$ cat config.mk
export PLATFORM = sky130hd
export DESIGN_NAME = move_sequencer_flat
export DESIGN_NICKNAME = d
export VERILOG_FILES = /design/src/rtl/move_sequencer_if.sv /design/src/rtl/move_sequencer.sv /design/src/flat_wrapper.sv
export SDC_FILE = /design/constraint.sdc
export NUM_CORES = 1
export LEC_CHECK = 0
export ABC_AREA = 1
export CORE_MARGIN = 3
export CORE_UTILIZATION = 40
export CTS_BUF_LIST = sky130_fd_sc_hd__clkbuf_4 sky130_fd_sc_hd__clkbuf_8 sky130_fd_sc_hd__clkbuf_16
export CTS_CLUSTER_DIAMETER = 100
export CTS_CLUSTER_SIZE = 28
export DETAILED_ROUTE_END_ITERATION = 12
export SYNTH_ARGS = -nofsm -noshare
export SYNTH_HDL_FRONTEND = slang
export SYNTH_SLANG_ARGS = --single-unit
$ cat constraint.sdc
create_clock -name clk -period 3.5 [get_ports clk]
set_clock_uncertainty 0.1 [all_clocks]
set_input_delay 0.7 -clock clk [delete_from_list [all_inputs] [get_ports clk]]
set_output_delay 0.7 -clock clk [all_outputs]
set_load 0.05 [all_outputs]
$ cat src/rtl/move_sequencer_if.sv
// rtl/move_sequencer_if.sv - move request and board RAM bundle for move_sequencer
interface move_sequencer_if;
  logic       move_valid;
  logic       move_ready;
  logic [2:0] move_x;
  logic [2:0] move_y;
  logic       player;
  logic [5:0] mem_addr;
  logic [1:0] mem_rd_data;
  logic       mem_wr_en;
  logic [1:0] mem_wr_data;
  logic       turn_en;
  logic       move_done;
  logic       move_illegal;
  logic [5:0] flip_count;

  // master: requester plus board RAM; slave: the sequencer itself
  modport master (
    output move_valid, move_x, move_y, player, mem_rd_data,
    input  move_ready, mem_addr, mem_wr_en, mem_wr_data,
    input  turn_en, move_done, move_illegal, flip_count
  );

  modport slave (
    input  move_valid, move_x, move_y, player, mem_rd_data,
    output move_ready, mem_addr, mem_wr_en, mem_wr_data,
    output turn_en, move_done, move_illegal, flip_count
  );
endinterface

$ cat src/rtl/move_sequencer.sv
// rtl/move_sequencer.sv - Reversi move checker: scans 8 directions, flips runs, places piece
module move_sequencer #(
  parameter logic [1:0] BLACK_CODE = 2'b01,
  parameter logic [1:0] WHITE_CODE = 2'b10
) (
  input logic             clk,
  input logic             resetn,
  move_sequencer_if.slave bus
);

  localparam logic [3:0] IDLE     = 4'd0;
  localparam logic [3:0] CHK_RD   = 4'd1;
  localparam logic [3:0] CHK_EV   = 4'd2;
  localparam logic [3:0] SCAN_RD  = 4'd3;
  localparam logic [3:0] SCAN_EV  = 4'd4;
  localparam logic [3:0] FLIP     = 4'd5;
  localparam logic [3:0] NEXT_DIR = 4'd6;
  localparam logic [3:0] PLACE    = 4'd7;
  localparam logic [3:0] REJECT   = 4'd8;

  // Direction order N, NE, E, SE, S, SW, W, NW; N decreases y
  function automatic logic [3:0] dir_dx(input logic [2:0] d);
    case (d)
      3'd1, 3'd2, 3'd3: dir_dx = 4'b0001;
      3'd5, 3'd6, 3'd7: dir_dx = 4'b1111;
      default:          dir_dx = 4'b0000;
    endcase
  endfunction

  function automatic logic [3:0] dir_dy(input logic [2:0] d);
    case (d)
      3'd0, 3'd1, 3'd7: dir_dy = 4'b1111;
      3'd3, 3'd4, 3'd5: dir_dy = 4'b0001;
      default:          dir_dy = 4'b0000;
    endcase
  endfunction

  logic [3:0] state_q, state_d;
  logic [2:0] x_q, x_d;
  logic [2:0] y_q, y_d;
  logic       player_q, player_d;
  logic [2:0] dir_q, dir_d;
  logic [3:0] cx_q, cx_d;
  logic [3:0] cy_q, cy_d;
  logic [2:0] run_q, run_d;
  logic [5:0] total_q, total_d;
  logic [5:0] flip_count_q, flip_count_d;

  logic [1:0] own_code;
  logic [1:0] opp_code;
  logic [2:0] dir_nxt;
  logic       off_board;
  logic       target_occupied;

  assign own_code        = player_q ? BLACK_CODE : WHITE_CODE;
  assign opp_code        = player_q ? WHITE_CODE : BLACK_CODE;
  assign dir_nxt         = dir_q + 3'd1;
  // Stepping past 7 gives 8, past 0 gives 15: bit 3 flags both
  assign off_board       = cx_q[3] | cy_q[3];
  assign target_occupied = (bus.mem_rd_data == BLACK_CODE) || (bus.mem_rd_data == WHITE_CODE);

  always_comb begin
    state_d      = state_q;
    x_d          = x_q;
    y_d          = y_q;
    player_d     = player_q;
    dir_d        = dir_q;
    cx_d         = cx_q;
    cy_d         = cy_q;
    run_d        = run_q;
    total_d      = total_q;
    flip_count_d = flip_count_q;
    case (state_q)
      IDLE: begin
        if (bus.move_valid) begin
          x_d      = bus.move_x;
          y_d      = bus.move_y;
          player_d = bus.player;
          total_d  = 6'd0;
          state_d  = CHK_RD;
        end
      end
      CHK_RD: state_d = CHK_EV;
      CHK_EV: begin
        if (target_occupied) begin
          state_d = REJECT;
        end else begin
          dir_d   = 3'd0;
          cx_d    = {1'b0, x_q} + dir_dx(3'd0);
          cy_d    = {1'b0, y_q} + dir_dy(3'd0);
          run_d   = 3'd0;
          state_d = SCAN_RD;
        end
      end
      SCAN_RD: state_d = off_board ? NEXT_DIR : SCAN_EV;
      SCAN_EV: begin
        if (bus.mem_rd_data == opp_code) begin
          run_d   = run_q + 3'd1;
          cx_d    = cx_q + dir_dx(dir_q);
          cy_d    = cy_q + dir_dy(dir_q);
          state_d = SCAN_RD;
        end else if (bus.mem_rd_data == own_code && run_q != 3'd0) begin
          // run_q now counts cells left to flip, cursor rewinds to target+dir
          total_d = total_q + {3'b000, run_q};
          cx_d    = {1'b0, x_q} + dir_dx(dir_q);
          cy_d    = {1'b0, y_q} + dir_dy(dir_q);
          state_d = FLIP;
        end else begin
          state_d = NEXT_DIR;
        end
      end
      FLIP: begin
        run_d = run_q - 3'd1;
        cx_d  = cx_q + dir_dx(dir_q);
        cy_d  = cy_q + dir_dy(dir_q);
        if (run_q == 3'd1) state_d = NEXT_DIR;
      end
      NEXT_DIR: begin
        if (dir_q == 3'd7) begin
          state_d = (total_q != 6'd0) ? PLACE : REJECT;
        end else begin
          dir_d   = dir_nxt;
          cx_d    = {1'b0, x_q} + dir_dx(dir_nxt);
          cy_d    = {1'b0, y_q} + dir_dy(dir_nxt);
          run_d   = 3'd0;
          state_d = SCAN_RD;
        end
      end
      PLACE: begin
        flip_count_d = total_q;
        state_d      = IDLE;
      end
      REJECT:  state_d = IDLE;
      default: state_d = IDLE;
    endcase
  end

  always_ff @(posedge clk or negedge resetn) begin
    if (!resetn) begin
      state_q      <= IDLE;
      x_q          <= 3'd0;
      y_q          <= 3'd0;
      player_q     <= 1'b0;
      dir_q        <= 3'd0;
      cx_q         <= 4'd0;
      cy_q         <= 4'd0;
      run_q        <= 3'd0;
      total_q      <= 6'd0;
      flip_count_q <= 6'd0;
    end else begin
      state_q      <= state_d;
      x_q          <= x_d;
      y_q          <= y_d;
      player_q     <= player_d;
      dir_q        <= dir_d;
      cx_q         <= cx_d;
      cy_q         <= cy_d;
      run_q        <= run_d;
      total_q      <= total_d;
      flip_count_q <= flip_count_d;
    end
  end

  always_comb begin
    bus.mem_addr = 6'd0;
    case (state_q)
      CHK_RD, PLACE: bus.mem_addr = {y_q, x_q};
      SCAN_RD:       bus.mem_addr = off_board ? 6'd0 : {cy_q[2:0], cx_q[2:0]};
      FLIP:          bus.mem_addr = {cy_q[2:0], cx_q[2:0]};
      default:       bus.mem_addr = 6'd0;
    endcase
  end

  assign bus.move_ready   = (state_q == IDLE);
  assign bus.mem_wr_en    = (state_q == FLIP) || (state_q == PLACE);
  assign bus.mem_wr_data  = bus.mem_wr_en ? own_code : 2'b00;
  assign bus.move_done    = (state_q == PLACE);
  assign bus.turn_en      = (state_q == PLACE);
  assign bus.move_illegal = (state_q == REJECT);
  assign bus.flip_count   = flip_count_q;

endmodule

$ cat src/flat_wrapper.sv
// flat-port wrapper written by rule: the top's interface ports become plain ports
module move_sequencer_flat 
#(
  parameter logic [1:0] BLACK_CODE = 2'b01,
  parameter logic [1:0] WHITE_CODE = 2'b10
)
  (clk, resetn, bus_move_valid, bus_move_x, bus_move_y, bus_player, bus_mem_rd_data, bus_move_ready, bus_mem_addr, bus_mem_wr_en, bus_mem_wr_data, bus_turn_en, bus_move_done, bus_move_illegal, bus_flip_count);
  move_sequencer_if bus_i ();
  input logic clk;
  input logic resetn;
  input wire logic [$bits(bus_i.move_valid)-1:0] bus_move_valid;
  input wire logic [$bits(bus_i.move_x)-1:0] bus_move_x;
  input wire logic [$bits(bus_i.move_y)-1:0] bus_move_y;
  input wire logic [$bits(bus_i.player)-1:0] bus_player;
  input wire logic [$bits(bus_i.mem_rd_data)-1:0] bus_mem_rd_data;
  output wire logic [$bits(bus_i.move_ready)-1:0] bus_move_ready;
  output wire logic [$bits(bus_i.mem_addr)-1:0] bus_mem_addr;
  output wire logic [$bits(bus_i.mem_wr_en)-1:0] bus_mem_wr_en;
  output wire logic [$bits(bus_i.mem_wr_data)-1:0] bus_mem_wr_data;
  output wire logic [$bits(bus_i.turn_en)-1:0] bus_turn_en;
  output wire logic [$bits(bus_i.move_done)-1:0] bus_move_done;
  output wire logic [$bits(bus_i.move_illegal)-1:0] bus_move_illegal;
  output wire logic [$bits(bus_i.flip_count)-1:0] bus_flip_count;
  assign bus_i.move_valid = bus_move_valid;
  assign bus_i.move_x = bus_move_x;
  assign bus_i.move_y = bus_move_y;
  assign bus_i.player = bus_player;
  assign bus_i.mem_rd_data = bus_mem_rd_data;
  assign bus_move_ready = bus_i.move_ready;
  assign bus_mem_addr = bus_i.mem_addr;
  assign bus_mem_wr_en = bus_i.mem_wr_en;
  assign bus_mem_wr_data = bus_i.mem_wr_data;
  assign bus_turn_en = bus_i.turn_en;
  assign bus_move_done = bus_i.move_done;
  assign bus_move_illegal = bus_i.move_illegal;
  assign bus_flip_count = bus_i.flip_count;
  move_sequencer #(.BLACK_CODE(BLACK_CODE), .WHITE_CODE(WHITE_CODE)) u_core (.clk(clk), .resetn(resetn), .bus(bus_i));
endmodule
==> flow_summary.ini <==
[routing]
wl_per_cell_um = 14.2
drt_iter0_drc = 118
first_pass_iters = 4
drc = 0
vias = 2842
ant_nets = 0
routed_via_density = 5.00
wl_um = 8080

[final_layout]
antennaDiodeCount = 0
utilization_pct = 47.7
fin_cells = 568
final_area_um2 = 3720
nFillCells = 806
layout-area-overhead-vs-synth_pct = 15.0
layout.nets = 517
drive_above_1_share_pct = 13.7

[sta]
post-route-period-util_pct = 93.0
setup_viol = 0
finalCriticalPeriod_ns = 3.26
whs_ns = 0.401
slew_headroom_pct = 40.8
fmax_mhz = 307
worstMarginPinSlew_ns = 0.888
hold_viol_final = 0
drv_slew = 0
tns_ns = 0
rsz0062_at_grt = false

[logic_synthesis]
ys_seq_elements = 37
syn_area_um2 = 3240
synth_cell_types = 37
yosysSeqAreaShare_pct = 28.6
syn_area_per_cell_um2 = 7.49
synth-edff-count = 0
ys_async_sr_fraction_pct = 100
synthCells = 432
synth_top_flop_cell = dfrtp_1
synthesis.nets = 484
yosysWarnings = 0

[power]
pwr-share-clk_pct = 10.9
p_int_mw = 1.40
p_sw_mw = 1.57
seq_power_share_pct = 24.0
combPwrFrac_pct = 65.1
sw_frac_of_total_pct = 52.9
ir_drop_uv = 493
pwr_density_cell_nw_per_um2 = 799
power.leakage_nw = 1.87

[global_route]
grt.overflow.total = 0
grt_max_degree = 38
grt_usage_pct = 19.9
first_global_vias = 2837
grt_antenna_before_repair = 0
grt_pass1_wl_um = 14100

[critical_path]
regToRegStartpoint = u_core.dir_q[1]
cp-start-kind = flip-flop
arrival_ns = 2.46
startpoint = u_core.state_q[0]
worst-setup-path-type = reg -> out
worstPathRequired_ns = 2.70
cp-end-kind = output port
crit_fanout = 9
worstReg2RegEnd = u_core.cy_q[3]
rr_worst_depth = 16
regToRegSetupSlack_ns = 0.71

[floorplan]
die_h_um = 96.0
ioPinCount = 31
fp.dieW_um = 96.0
core_um2 = 7810
dieArea_um2 = 9210
rows = 32
start_util_pct = 41.5

[place]
detailedPlacementHpwl_um = 6340
port_buffers = 30
gp_congestion = 0.863
numPlacedInstances = 560
place_area_um2 = 3620

[clock_network]
clk_latency_ns = 0.30
cts_setup_buffers = 0
cts.sinks = 37
cts_resized = 0
cts_tree = yes
postCtsHoldBufs = 0
cts_buffers = 5
ctsLongestPathBuffers = 2
cts-root-buf = clkbuf_8
cts_max_level = 2
path_clk_slew_ns = 0.08

[flow_run]
cap_violations = 0

[run_status]
status = complete, no violations

[worst_hold_path]
hold-path-endpoint = u_core.bus.flip_count[4]
hp-start = u_core.bus.flip_count[4]
min_path_type = reg -> reg
hold_depth = 2
[sequential cells by signal, summed over array words and instances, names as in the netlist]
register	cells
u_core.cx_q	4
u_core.x_q	3
u_core.dir_q	3
u_core.run_q	3
u_core.y_q	3
u_core.player_q	1
u_core.state_q	4
u_core.total_q	6
u_core.cy_q	4
u_core.bus.flip_count	6
[placed cells by master (no fill, tap or decap), types with 2 or more instances in the layout]
master             n
o21ai_1            7
nand3_1           34
or2_1              2
nand2_1          100
fa_1               7
o21ai_0           30
dfrtp_1           37
inv_2             17
nand4_1            6
o21bai_1           2
nor2_2             4
clkdlybuf4s50_1   28
nor2_4             5
inv_1             54
nor2_1            25
a21oi_1           13
clkbuf_8           5
buf_4              2
o21ai_2            5
nor2_8             2
o211ai_1           3
nand2_2           10
or2_2              5
xnor2_1            3
nor3_1             4
ha_1              33
xor2_1             4
o22ai_1            5
[worst max-delay path by stage]
stage                      endpoint
finish              bus_mem_addr[0]
global route        bus_mem_addr[5]
CTS                 bus_mem_addr[0]
detailed placement  bus_mem_addr[0]
global placement    bus_mem_addr[0]
floorplan           bus_mem_addr[2]
[per-layer routing]
metal	vias to the layer above	wire, um	track usage [%]	part of all wire (%)
met5	-	0	0	0
met4	0	100	4.27	1.2
met3	8	334	4.07	4.1
met2	48	3640	31.8	45
met1	1335	4000	27.7	50
li1	1451	-	-	-
[Yosys cell counts, types with 3 or more instances]
| cell type | number | area share [%] |
|---|---|---|
| xnor2_1 | 3 | 0.81 |
| nand2_2 | 10 | 1.9 |
| inv_2 | 17 | 2.0 |
| nand3_1 | 34 | 5.3 |
| a21oi_1 | 13 | 2.0 |
| xor2_1 | 4 | 1.1 |
| o21ai_2 | 5 | 1.4 |
| ha_1 | 33 | 13 |
| nor2_2 | 4 | 0.77 |
| o211ai_1 | 3 | 0.70 |
| nand4_1 | 6 | 1.2 |
| inv_1 | 54 | 6.3 |
| fa_1 | 7 | 4.3 |
| nor2_4 | 5 | 1.7 |
| o22ai_1 | 5 | 0.97 |
| nor3_1 | 4 | 0.62 |
| o21ai_0 | 30 | 4.6 |
| o21ai_1 | 7 | 1.1 |
| or2_2 | 5 | 0.97 |
| nand2_1 | 100 | 12 |
| buf_2 | 3 | 0.46 |
| nor2_1 | 25 | 2.9 |
| dfrtp_1 | 37 | 29 |
[area by class of cell]
cell class              count  area, um2  share of cell area (%)
clock buffers               5       68.8                    1.85
inverters                  72        273                    7.33
multi-input cells         317       1990                    53.4
repair buffers             32        313                    8.41
clock inverters             3       25.0                   0.672
well taps                 102        128                    3.43
flip-flops and latches     37        926                    24.9
[through the flow]
step | setup slack (ns) | total power, mW
CTS | 0.222 | 3.02
global placement | 0.607 | 2.64
detailed placement | 0.562 | 2.66
floorplan | 0.185 | 2.19
finish | 0.245 | 2.97
global route | 0.0336 | 3.30
[logic make-up (layout without fill, tap and decap cells)]
family                     after synthesis  count (layout)  share of synthesized area (%)
xor gates and xnor gates                 7               7                           1.89
AOI/OAI and AO/OA                       69              69                           12.5
adders and majority gates               40              40                           17.1
and+or+nand+nor                        201             201                           29.9
buffers and inverters                   78             112                           9.97
DFF                                     37              37                           28.6
[power groups by stage]
stage	Clock [mW]	Sequential, mW	Combinational, mW
floorplan	0	0.711	1.48
global placement	0	0.720	1.92
detailed placement	0	0.724	1.94
CTS	0.345	0.718	1.95
global route	0.367	0.739	2.19
finish	0.323	0.714	1.94
[worst max-delay path, cell delays in order (launching register included)]
cell and delay [ns]:
dfrtp_1 0.46, inv_2 0.08, nor2_2 0.15, inv_2 0.08, nor2_8 0.17, inv_2 0.08
nand2_1 0.11, inv_2 0.08, o22ai_1 0.11, clkdlybuf4s50_1 0.82
(Power assumes the default switching activity.)
